### config.mk
export PLATFORM = sky130hd
export DESIGN_NAME = univ_shift_reg
export DESIGN_NICKNAME = d
export VERILOG_FILES = /design/src/rtl/univ_shift_reg.sv
export SDC_FILE = /design/constraint.sdc
export NUM_CORES = 1
export LEC_CHECK = 0
export CORE_MARGIN = 4
export CORE_UTILIZATION = 39
export CTS_CLUSTER_SIZE = 24
export DETAILED_ROUTE_END_ITERATION = 8
export GPL_ROUTABILITY_DRIVEN = 0
export GPL_TIMING_DRIVEN = 0
export PLACE_DENSITY = 0.86
export SLEW_MARGIN = 20
export SYNTH_ARGS = -nofsm -noshare
export SYNTH_HDL_FRONTEND = slang
export SYNTH_SLANG_ARGS = --single-unit
### constraint.sdc
create_clock -name clk -period 1.3 [get_ports clk]
set_input_delay 0.26 -clock clk [delete_from_list [all_inputs] [get_ports clk]]
set_output_delay 0.26 -clock clk [all_outputs]
set_load 0.05 [all_outputs]
### src/rtl/univ_shift_reg.sv
// Universal shift register: load, logical/arithmetic shifts, rotates, clear.
// Flags par/zero are decoded from the registered value.
module univ_shift_reg #(
  parameter int unsigned      WIDTH   = 8,
  parameter logic [WIDTH-1:0] RST_VAL = '0
) (
  input  logic             clk,
  input  logic             rst,
  input  logic             en,
  input  logic [2:0]       mode,
  input  logic [WIDTH-1:0] d,
  input  logic             sin,
  output logic [WIDTH-1:0] q,
  output logic             sout,
  output logic             par,
  output logic             zero
);

  typedef enum logic [2:0] {
    M_HOLD  = 3'b000,
    M_LOAD  = 3'b001,
    M_SHL   = 3'b010,
    M_SHR   = 3'b011,
    M_ROL   = 3'b100,
    M_ROR   = 3'b101,
    M_ASR   = 3'b110,
    M_CLEAR = 3'b111
  } mode_e;

  logic [WIDTH-1:0] q_nxt;
  logic             sout_nxt;
  mode_e            op;

  assign op = mode_e'(mode);

  always_comb begin
    q_nxt    = q;
    sout_nxt = sout;
    unique case (op)
      M_HOLD: begin
        q_nxt = q;
      end
      M_LOAD: begin
        q_nxt = d;
      end
      M_SHL: begin
        q_nxt    = {q[WIDTH-2:0], sin};
        sout_nxt = q[WIDTH-1];
      end
      M_SHR: begin
        q_nxt    = {sin, q[WIDTH-1:1]};
        sout_nxt = q[0];
      end
      M_ROL: begin
        q_nxt    = {q[WIDTH-2:0], q[WIDTH-1]};
        sout_nxt = q[WIDTH-1];
      end
      M_ROR: begin
        q_nxt    = {q[0], q[WIDTH-1:1]};
        sout_nxt = q[0];
      end
      M_ASR: begin
        q_nxt    = {q[WIDTH-1], q[WIDTH-1:1]};
        sout_nxt = q[0];
      end
      M_CLEAR: begin
        q_nxt    = RST_VAL;
        sout_nxt = 1'b0;
      end
      default: begin
        q_nxt    = q;
        sout_nxt = sout;
      end
    endcase
  end

  always_ff @(posedge clk) begin
    if (rst) begin
      q    <= RST_VAL;
      sout <= 1'b0;
    end else if (en) begin
      q    <= q_nxt;
      sout <= sout_nxt;
    end
  end

  assign par  = ^q;
  assign zero = (q == '0);

endmodule

# After elaboration in Yosys (flattened, before gate mapping)
# Cells that the tools add are included.
# Widths: inputs -> output; s select.
[totals]
regBits = 9
output_inout_bits = 11
word_cells = 23
in_bits = 15
[classes]
bitwise_logic = 2
muxes = 2
n_eq_ne = 7
reduce_logical = 9
[op_table]
columns = ["operator", "count"]
rows = [
  ["$pmux 8 s7", 1],
  ["$eq 3x3->1 const B", 4],
  ["$logic_not 8->1", 1],
  ["$reduce_xor 8->1", 1],
  ["$eq 3x2->1 const B", 2],
  ["$reduce_and 2->1", 2],
  ["$eq 3x1->1 const B", 1],
  ["$logic_not 3->1", 1],
  ["$pmux 1 s3", 1],
  ["$reduce_and 3->1", 1],
  ["$reduce_bool 3->1", 1],
  ["$reduce_or 3->1", 1],
  ["$not 1->1", 2],
  ["$reduce_or 2->1", 1],
]

# Logic depth before layout (Yosys ltp)
[logic_depth]
word_depth = 4
depth_mapped = 6
depth_no_buf = 4

# Worst setup path after synthesis
# No wires, ideal clock.
[synth_path]
path_kind = "register to output"
startpoint = "reg q[0]"
endpoint = "out par"
required_time_ns = 1.040
path_stages_with_launch = 5
arrival_time_ns = 2.105
n_path_buf = 0
path_slack_ns = -1.065
path_cell_list = "dfxtp_1 > inv_1 > ha_1 > xor2_1 > xnor2_1"
[synth_via]
elab_chain_cells = 1
[synth_rtl]
columns = ["element", "line_no", "source"]
rows = [
  ["start, declared", "13", "output logic [WIDTH-1:0] q,"],
  ["start signal, assigned", "82", "q <= q_nxt;"],
  ["$reduce_xor 8->1", "87", "assign par = ^q;"],
  ["end, declared", "15", "output logic par,"],
]
# No other way between the ends.

# Worst setup path in the final report
# Same ends and word-level chain as after synthesis.

==> run metrics <==
failing checks negative setup slack; Synth Warn # 0; WL/cell 13.9 um; synth-to-layout area growth 73.9%; Max Fanout on Critical Path 3; leakage power total 0.466 nW; Slew @ Worst Pin 0.523 ns; Multi-input gate area 592 um2; setup TNS -0.575 ns; number of global-route vias before repair 767; synth unique cells 28; post-layout minimum cycle time 1.74 ns; clock sink count 9; ys flop type dfxtp_1; Power Density 886 nW/um2; Slew headroom 65.0%; grt ovf 0; post-synthesis sequential area ratio 25.5%; status finished, violations left; fmax 0.576 GHz; layout cells sized above 1 43.9%; all-layer global routing usage 18.7%; final core occ 71.1%; dpl ws -0.811 ns; Fillers 134; Core ar. 1730 um2; Final Setup Violations 2; num ports 26; Tcrit/Tclk final 134%; area fraction of the dominant cell type after synthesis 25.5%; WS Path Type reg2out; most common cell in the synthesized netlist nand2_1; Synth async-reset ratio 0%; CP endpoint kind primary output; RSZ-0062 raised after global routing true; Crit path arrival time 1.48 ns; top cells by count, synth nand2_1, o21ai_0, dfxtp_1, inv_1, a221oi_1; Worst Setup Start Kind register; Nets 152; total number of vias 858; hold_buf cts 0; largest net degree at the start of global routing 11; CTS tree built; synthesized instance count 96; die area 2550 um2; Post-Syn Area 706 um2; post-route insts no fill 157; post-route ant nets 0; largest cells by area after synthesis dfxtp_1, o21ai_0, nand2_1; Starting Density 40.9%; Skew-Pair Late Insertion Delay 0.28 ns; initial antenna violation count 0; Post-route DRC 0; detail-routed via count per cell 5.46; Placement Rows 15; final worst slack -0.436 ns; CTS clk-pin slew, worst paths 0.07 ns; Placed Cells 145; CTS buffer count 3; min-delay worst type in2reg; initial DRC count 23; CP Data Required Time 1.04 ns; Horiz. Die Dim 50.5 um; Synthesized Nets 115; Slew Viols, Final 0; hold_ws 0.421 ns; #FFs+latches synth 9; reg2reg setup slack 0.14 ns; DPL Wire Length 1.48 mm; skew final 0.00548 ns; Syn Area/Cell 7.35 um2; Port Buffers 24; Yosys top cell by area dfxtp_1; sequential cell area 210 um2; peak supply drop 723 uV; H-tree depth 1; DRT Pass-1 Iters 4; count of final hold-check violations 0; Total Wirelength 2.18 mm; EDFF count, synth 0; CTS root buffer clkbuf_4; max cap viols 0; first-pass GRT wire length 3.52 mm; clk buf depth 2; Ant. Diodes 0; Die H 50.5 um
-- report_power, final --
part	leakage [nW]	internal (mW)	switching (mW)	total [mW]
Combinational	0.372	0.257	0.296	0.552
Clock	0.0150	0.119	0.112	0.231
Sequential	0.0794	0.285	0.0182	0.304
Total	0.466	0.661	0.426	1.09
-- state kept, by name, indices dropped and copies added (netlist names) --
name,flops
q,8
sout,1
-- metrics by stage --
step | cell area (um2) | total power, mW
3_5_place_dp | 1120 | 0.815
4_1_cts | 1220 | 1.08
3_3_place_gp | 1120 | 0.806
6_report | 1230 | 1.09
5_1_grt | 1230 | 1.14
2_1_floorplan | 846 | 0.666
-- cell type report --
type	count	area share, %
inverter	9	3.77
tap	25	2.55
clock buffer	4	2.14
buffer	4	2.55
multi-input combinational	74	48.2
sequential	9	17.1
timing repair buffer	32	23.6
-- critical path, cell delays in order, from the launching register on --
cell and delay [ns]:
dfxtp_4 0.37, inv_4 0.05, ha_4 0.28, xor2_4 0.18, xnor2_4 0.13, buf_6 0.17
-- metal layers --
metal | vias up | track usage, % | wire (um)
met1 | 387 | 21.8 | 888
met2 | 47 | 29.3 | 1020
met3 | 8 | 6.53 | 199
met5 | - | 0 | 0
met4 | 0 | 11.2 | 74
li1 | 416 | - | -
-- cells by family after synthesis --
family          synth area share (%)
compound gates                  33.2
xor+xnor                        4.97
fa+ha+maj                       7.09
buf+inv                         8.33
flops                           25.5
simple gates                    20.9
-- path summary, 6_finish.rpt --
path | from | end | cells after the start
worst max-delay path | q[0] | par | 5
worst min-delay path | mode[1] | sout | 4
worst max register to register | q[7] | q[0] | 3
worst min register to register | q[1] | q[1] | 2
-- cells in the final DEF (no fill, tap or decap), types with 2 or more instances in the layout --
cell	instances
o21ai_0	18
clkbuf_2	2
inv_4	5
inv_2	3
buf_6	2
a21o_1	2
ha_4	4
a221oi_1	6
clkbuf_4	5
buf_2	3
nor2_1	2
a21oi_1	2
buf_4	9
clkdlybuf4s15_2	4
a32o_1	2
nand2_1	19
clkdlybuf4s50_1	10
dfxtp_4	8
xnor2_4	2
-- what timing repair did --
action	4_1_cts	5_1_grt
buffers inserted	6	2
endpoints found under the setup margin	20	15
resized for setup	55	14
pin swaps	4	1
(Power assumes the default switching activity.)
